File: config.mk
export PLATFORM = sky130hd
export DESIGN_NAME = ifetch16_flat
export DESIGN_NICKNAME = d
export VERILOG_FILES = /design/src/rtl/ifetch16_if.sv /design/src/rtl/ifetch16.sv /design/src/flat_wrapper.sv
export SDC_FILE = /design/constraint.sdc
export NUM_CORES = 1
export LEC_CHECK = 0
export BUFFER_PORTS_ARGS = -buffer_cell sky130_fd_sc_hd__buf_2
export CAP_MARGIN = 10
export CORE_UTILIZATION = 58
export CTS_BUF_LIST = sky130_fd_sc_hd__clkbuf_8
export DETAILED_ROUTE_END_ITERATION = 6
export PLACE_DENSITY = 0.85
export SYNTH_ARGS = -nofsm -noshare
export SYNTH_HDL_FRONTEND = slang
export SYNTH_SLANG_ARGS = --single-unit
File: constraint.sdc
create_clock -name CK -period 2.7 [get_ports CK]
set_input_delay 0 -clock CK [delete_from_list [all_inputs] [get_ports CK]]
set_output_delay 0 -clock CK [all_outputs]
set_load 0.02 [all_outputs]
File: src/rtl/ifetch16_if.sv
// Fetch-unit bus: byte-wide instruction-memory port, redirect input and the
// instruction-register handshake towards decode.
interface ifetch16_if;
    logic        mem_req;
    logic [7:0]  mem_addr;
    logic        mem_ack;
    logic [7:0]  mem_rdata;
    logic        redir_valid;
    logic [7:0]  redir_pc;
    logic        ir_valid;
    logic [15:0] ir;
    logic [7:0]  ir_pc;
    logic        ir_ready;

    modport master (
        output mem_req, mem_addr, ir_valid, ir, ir_pc,
        input  mem_ack, mem_rdata, redir_valid, redir_pc, ir_ready
    );

    modport slave (
        input  mem_req, mem_addr, ir_valid, ir, ir_pc,
        output mem_ack, mem_rdata, redir_valid, redir_pc, ir_ready
    );
endinterface

File: src/rtl/ifetch16.sv
// 16-bit instruction fetch from a byte-wide memory: two byte reads per
// instruction feeding a 2-entry instruction buffer, with branch redirect.
module ifetch16 #(
    parameter logic [7:0] RESET_PC = 8'h00,
    parameter int         DEPTH    = 2
) (
    input  logic       CK,
    input  logic       RST_N,
    ifetch16_if.master bus
);

    typedef enum logic [1:0] {IDLE, FETCH_LO, FETCH_HI} state_e;

    typedef struct packed {
        logic [15:0] ir;
        logic [7:0]  pc;
    } entry_t;

    localparam logic [1:0] FULL = 2'(DEPTH);

    state_e     state_q, state_d;
    logic [7:0] addr_q, addr_d;
    logic [7:0] lo_q, lo_d;
    logic [1:0] cnt_q, cnt_d;
    entry_t     head_q, tail_q, new_ent;
    logic       push, pop;

    assign pop  = (cnt_q != 2'd0) && bus.ir_ready;
    assign push = (state_q == FETCH_HI) && bus.mem_ack && !bus.redir_valid;

    // High byte arrives with the address already advanced past the low byte,
    // so the instruction PC is one behind (wraps naturally at 8 bits).
    assign new_ent = '{ir: {bus.mem_rdata, lo_q}, pc: addr_q - 8'd1};

    always_comb begin
        cnt_d = bus.redir_valid ? 2'd0 : cnt_q + {1'b0, push} - {1'b0, pop};
    end

    always_comb begin
        state_d = state_q;
        addr_d  = addr_q;
        lo_d    = lo_q;
        if (bus.redir_valid) begin
            state_d = FETCH_LO;
            addr_d  = bus.redir_pc;
        end else begin
            unique case (state_q)
                IDLE: if (cnt_q < FULL) state_d = FETCH_LO;
                FETCH_LO: if (bus.mem_ack) begin
                    lo_d    = bus.mem_rdata;
                    addr_d  = addr_q + 8'd1;
                    state_d = FETCH_HI;
                end
                // Decide on the post-push count so a third push can never start.
                FETCH_HI: if (bus.mem_ack) begin
                    addr_d  = addr_q + 8'd1;
                    state_d = (cnt_d < FULL) ? FETCH_LO : IDLE;
                end
                default: state_d = IDLE;
            endcase
        end
    end

    always_ff @(posedge CK or negedge RST_N) begin
        if (!RST_N) begin
            state_q <= IDLE;
            addr_q  <= RESET_PC;
            lo_q    <= 8'h00;
            cnt_q   <= 2'd0;
        end else begin
            state_q <= state_d;
            addr_q  <= addr_d;
            lo_q    <= lo_d;
            cnt_q   <= cnt_d;
        end
    end

    // head_q is always the oldest entry; a pop shifts tail into head.
    always_ff @(posedge CK or negedge RST_N) begin
        if (!RST_N) begin
            head_q <= '0;
            tail_q <= '0;
        end else if (!bus.redir_valid) begin
            if (pop) head_q <= tail_q;
            if (push) begin
                if (cnt_q == {1'b0, pop}) head_q <= new_ent;
                else                      tail_q <= new_ent;
            end
        end
    end

    assign bus.mem_req  = (state_q == FETCH_LO) || (state_q == FETCH_HI);
    assign bus.mem_addr = addr_q;
    assign bus.ir_valid = (cnt_q != 2'd0);
    assign bus.ir       = head_q.ir;
    assign bus.ir_pc    = head_q.pc;

endmodule

File: src/flat_wrapper.sv
// flat-port wrapper written by rule: the top's interface ports become plain ports
module ifetch16_flat 
#(
    parameter logic [7:0] RESET_PC = 8'h00,
    parameter int         DEPTH    = 2
)
  (CK, RST_N, bus_mem_req, bus_mem_addr, bus_ir_valid, bus_ir, bus_ir_pc, bus_mem_ack, bus_mem_rdata, bus_redir_valid, bus_redir_pc, bus_ir_ready);
  ifetch16_if bus_i ();
  input  logic CK;
  input  logic RST_N;
  output wire logic [$bits(bus_i.mem_req)-1:0] bus_mem_req;
  output wire logic [$bits(bus_i.mem_addr)-1:0] bus_mem_addr;
  output wire logic [$bits(bus_i.ir_valid)-1:0] bus_ir_valid;
  output wire logic [$bits(bus_i.ir)-1:0] bus_ir;
  output wire logic [$bits(bus_i.ir_pc)-1:0] bus_ir_pc;
  input wire logic [$bits(bus_i.mem_ack)-1:0] bus_mem_ack;
  input wire logic [$bits(bus_i.mem_rdata)-1:0] bus_mem_rdata;
  input wire logic [$bits(bus_i.redir_valid)-1:0] bus_redir_valid;
  input wire logic [$bits(bus_i.redir_pc)-1:0] bus_redir_pc;
  input wire logic [$bits(bus_i.ir_ready)-1:0] bus_ir_ready;
  assign bus_mem_req = bus_i.mem_req;
  assign bus_mem_addr = bus_i.mem_addr;
  assign bus_ir_valid = bus_i.ir_valid;
  assign bus_ir = bus_i.ir;
  assign bus_ir_pc = bus_i.ir_pc;
  assign bus_i.mem_ack = bus_mem_ack;
  assign bus_i.mem_rdata = bus_mem_rdata;
  assign bus_i.redir_valid = bus_redir_valid;
  assign bus_i.redir_pc = bus_redir_pc;
  assign bus_i.ir_ready = bus_ir_ready;
  ifetch16 #(.RESET_PC(RESET_PC), .DEPTH(DEPTH)) u_core (.CK(CK), .RST_N(RST_N), .bus(bus_i));
endmodule
# Word-level counts from Yosys, hierarchy flattened
# Cells that the tools add are included.
# classes
n_addsub	4
n_lt_le_gt_ge	2
eq_ne	6
mux	13
bitwise	2
n_reduce_logical	14
# ops
operator	n
$mux W24	3
$mux W8	3
$mux W2	5
$reduce_and A3 Y1	3
$add A8 B1 Y8 const B	1
$sub A8 B1 Y8 const B	1
$ne A3 B3 Y1 const B	2
$pmux W2 S3	1
$reduce_bool A2 Y1	3
$lt A2 B2 Y1 const B	2
$logic_and A1 B1 Y1	3
$ne A3 B2 Y1 const B	1
$add A2 B1 Y2	1
$eq A2 B1 Y1	1
$eq A2 B1 Y1 const B	1
$eq A2 B2 Y1 const B	1
$logic_not A2 Y1	1
$not A1 Y1	2
$reduce_and A2 Y1	1
$reduce_or A2 Y1	1
$sub A2 B1 Y2	1
$logic_not A1 Y1	1
$logic_or A1 B1 Y1	1
$mux W1	1
# word_totals
ff_bits	68
output_inout_bits	34
elab_cells	49

# Longest topological paths before layout
# depth
ltp_word	11
depth_mapped	8

# Worst setup path before layout
# OpenSTA, ideal clock, no wires.
# synth_timing
path_kind	register to register
startpoint	register u_core.cnt_q[1]
endpoint	register u_core.state_q[0]
setup_time_ps	78
t_arrival_ps	1902
t_required_ps	2622
path_slack_ps	720
stages_incl_launch_ff	9
cell_sequence	dfrtp_1 > o21a_1 > ha_1 > inv_1 > ha_1 > xor3_1 > nor2b_1 > o21ba_2 > o21bai_1
# synth_via
elab_chain_cells	9
elab_cells_between_ends	13
cone_classes	2 x add/sub; 2 x order compare; 1 x eq/ne; 5 x mux; 3 x reduce/logical
# synth_lines
element	line	text
start, declared	ifetch16.sv:24	logic [1:0] cnt_q, cnt_d;
start signal, assigned	ifetch16.sv:74	cnt_q <= cnt_d;
branches (longest 2 deep; another with $add A2 B1 Y2)	n/a	
$sub A2 B1 Y2 *	ifetch16.sv:36	cnt_d = bus.redir_valid ? 2'd0 : cnt_q + {1'b0, push} - {1'b0, pop};
$mux W2 *	ifetch16.sv:36	
named net u_core.cnt_d[1]	ifetch16.sv:24	
$lt A2 B2 Y1 *	ifetch16.sv:57	state_d = (cnt_d < FULL) ? FETCH_LO : IDLE;
$mux W1 *	ifetch16.sv:57	
$mux W2 *	ifetch16.sv:55	FETCH_HI: if (bus.mem_ack) begin
$pmux W2 S3 *	ifetch16.sv:47	unique case (state_q)
$mux W2 *	ifetch16.sv:43	if (bus.redir_valid) begin
end signal, assigned	ifetch16.sv:71	state_q <= state_d;
end, declared	ifetch16.sv:21	state_e state_q, state_d;
# Mark *: on every way through the listed nets, which the timed path passes. The select of a mux whose other input is x is not followed.
# A chain may end at the register's enable or synchronous reset.

# Final worst setup path
# Same ends and word-level chain as after synthesis.

==> implementation parameters <==
Parameter                              Value

Outcome
  Run status ... finished, final reports clean

Clock network
  TritonCTS clock tree ... built
  Clock sinks ... 68
  Num CTS Buffers ... 9
  Worst skew pair latency ... 330 ps
  Clk slew on worst S/H paths ... 70 ps
  Longest Clk Path Bufs ... 2
  Buffer count from post-CTS setup fixing ... 0
  Clock root buffer ... sky130_fd_sc_hd__clkbuf_8
  Number of levels the H-tree was split into ... 3

Logic synthesis
  Adder-cell share of the synthesized area ... 3.498%
  Net count after synthesis ... 304
  Area share of and/or/nand/nor cells after synthesis ... 9.289%
  Synth top area share ... 52.86%
  Syn Inst Count ... 274
  Largest family of logic cells by synthesized area ... multiplexers
  Cell accounting for the most synthesized area ... sky130_fd_sc_hd__dfrtp_1
  Area share of xor/xnor cells in the synthesized design ... 4.275%
  Top cells by area, synth ... sky130_fd_sc_hd__dfrtp_1 53%, sky130_fd_sc_hd__mux2i_1 11%, sky130_fd_sc_hd__mux2_2 9.1%, sky130_fd_sc_hd__ha_1 3.5%, sky130_fd_sc_hd__nand2_1 3.5%
  Ys flop type ... sky130_fd_sc_hd__dfrtp_1
  Distinct cell type count of the synthesized netlist ... 37
  Mean instance size in the synthesized netlist ... 11.75 µm²
  Yosys warnings ... 0
  Number of synthesized flops with an enable pin ... 0
  Post-Synthesis Cell Area ... 3219 µm²
  Portion of netlist area occupied by mux cells ... 19.98%
  Async S/R FF share, synth ... 100.0%
  Portion of the post-synthesis area used by sequential elements ... 52.86%
  Number of flip-flops and latches in the synthesized netlist ... 68
  Share of the synthesized area in compound gates (AO/OA/AOI/OAI) ... 5.946%

Timing
  Tcrit/Tclk final ... 80.23%
  Setup repair after global routing missed its margin ... no
  Max transition margin ... 32.72%
  Pin slew with the least headroom to its limit ... 1009 ps
  Total count of hold-check failures in the final report ... 0
  Clock period minus final worst setup slack ... 2166 ps
  Fin Clk Skew ... 4.900 ps
  Number of endpoints failing setup at the final stage ... 0
  Final-report max-slew violation count ... 0
  Worst slack on hold paths ... 60.00 ps
  Setup TNS ... 0 ps
  Max Fclk ... 461.6 MHz

Global routing
  Vias in the first global route ... 2,258
  Maximum number of pins on one net before global-route repair ... 47
  Met1 GRT Util ... 28.00%
  Global-route wire length before repair ... 10.47 mm
  GR Util met3 ... 5.509%
  Met2 layer usage reported by global route ... 40.36%
  Initial antenna violation count ... 0
  Most crowded layer after global routing ... met2
  Grt ovf ... 0
  Overall fraction of global-route tracks in use ... 23.23%

Worst setup path
  Startpoint types ... register
  Critical path's slowest cell ... sky130_fd_sc_hd__dfrtp_1
  Worst Path Required ... 2960 ps
  Largest delay contributor family on the critical path ... compound AO/OA/AOI/OAI gates
  Maximum fanout along the worst path ... 6
  Type of the setup path with the least slack ... register to register
  Maximum single-stage delay on the critical path ... 460 ps
  Critical path cell sequence ... o21a_1, ha_1, inv_1, ha_1, xor3_1, nor2b_1, o21ba_2, o21bai_1
  Worst Path Buf+Inv ... 1
  Capturing element type of the critical path ... register
  Signal arrival time at the worst endpoint ... 2420 ps
  Most frequent CP cell ... sky130_fd_sc_hd__ha_1

Drt
  Detail-routed via count per cell ... 5.361
  Via Count ... 2,241
  Drt first pass iters ... 4
  Wirelength, routed ... 5.892 mm
  Drt wl/cell ... 14.10 µm
  Number of design rule violations left after detail routing ... 0
  DRC violation total after the first TritonRoute iteration ... 75
  Number of nets with antenna violations after routing ... 0

Floorplanning
  Row Count ... 26
  Starting Density ... 61.47%
  Chip Height ... 76.50 µm
  Ports ... 55
  Placeable core region ... 5238 µm²
  Die Area ... 5852 µm²
  Die extent in x ... 76.50 µm

Pwr
  Maximum ir drop on the vdd rail ... 0.6243 mV
  Power density over the cells ... 1005 nW/µm²
  Leakage power total ... 0.001834 µW

Place
  Sum of net half-perimeters after detailed placement ... 3.728 mm
  Number of buffers inserted by port buffering ... 54
  Gp weighted congestion ... 0.7558

Final layout
  Post-synthesis to final-layout area growth ... 20.83%
  Combined area of the multi-input logic cells ... 1390 µm²
  Total number of nets in the final design ... 374
  FILL cells ... 376
  Share of cells above drive strength 1 ... 29.31%
  Area taken by flip-flops and latches ... 1702 µm²
  Antenna diode count ... 0

Job
  Max_cap viols ... 0

Worst hold path
  Hold crit path type ... input pin to register
[per-stage QoR]
stage	cell area [µm²]	utilization [%]	total power, µW	worst slack, ps	cells
floorplan	3219	-	2666	720.5	274
global placement	3517	67.15	3015	626.7	386
detailed placement	3517	67.15	3074	531.4	386
CTS	3890	74.27	3953	506.1	418
global route	3890	74.27	4173	390.3	418
finish	3890	74.27	3911	533.8	418
[power by group]
part / switching (µW) / total [µW] / internal (µW)
Sequential: 266 / 1650 / 1390
Combinational: 771 / 1410 / 642
Clock: 353 / 844 / 491
[Yosys cell counts (all sizes together), types with 2 or more instances]
library cell	n
nand2	30
inv	8
ha	9
buf	11
mux2	26
a21oi	6
o21ai	24
nor3	4
nor2b	2
xor2	6
mux2i	35
xnor2	7
nand3	2
clkbuf	6
and2	3
nor2	10
nand4	2
o21a	2
dfrtp	68
[cell type report]
cell class / instances / share of cell area [%]
well taps: 70 / 2.252
clock inverters: 3 / 0.9649
flip-flops and latches: 68 / 43.74
clock buffers: 12 / 4.246
repair buffers: 76 / 12.29
inverters: 8 / 0.7720
multi-input cells: 181 / 35.73
[what timing repair did]
item	in CTS	in global routing
endpoints found under the hold margin	76	0
setup endpoints to repair	0	0
hold buffers	17	0
gates resized for setup	0	0
[kinds of logic (layout without fill, tap and decap cells)]
kind of cell    count (synthesis)  in the layout
compound gates                 35             35
xor+xnor                       14             14
flops                          68             68
mux                            61             61
buf+inv                        25             99
fa+ha+maj                       9              9
simple gates                   62             62
[layout by cell type (no fill, tap or decap), drive strengths merged, types with 9 or more instances in the layout]
cell type	netlist	final
buf	11	59
clkbuf	6	12
dfrtp	68	68
dlygate4sd3	0	17
ha	9	9
inv	8	10
mux2	26	26
mux2i	35	35
nand2	30	30
nor2	10	10
o21ai	24	24
[sequential cells by signal, summed over array words and instances (netlist names)]
name	count
u_core.bus.ir	16
u_core.bus.ir_pc	8
u_core.state_q	2
u_core.tail_q	24
u_core.cnt_q	2
u_core.bus.mem_addr	8
u_core.lo_q	8
[routing by layer]
layer | share of wire (%) | vias to the layer above
li1 | - | 1077
met1 | 45 | 1109
met2 | 49 | 47
met3 | 3.8 | 8
met4 | 1.5 | 0
met5 | 0 | -
[worst paths after layout]
check	slack [ps]	depth (start not counted)	startpoint	endpoint
max	530	8	u_core.cnt_q[1]	u_core.state_q[0]
min	60	2	bus_redir_valid	u_core.state_q[1]
max reg2reg	530	8	u_core.cnt_q[1]	u_core.state_q[0]
min reg2reg	500	2	u_core.lo_q[4]	u_core.bus.ir[4]
max in group asynchronous	1570	3	RST_N	u_core.bus.mem_addr[1]
min in group asynchronous	370	2	RST_N	u_core.bus.ir[10]
(Power assumes the default switching activity.)
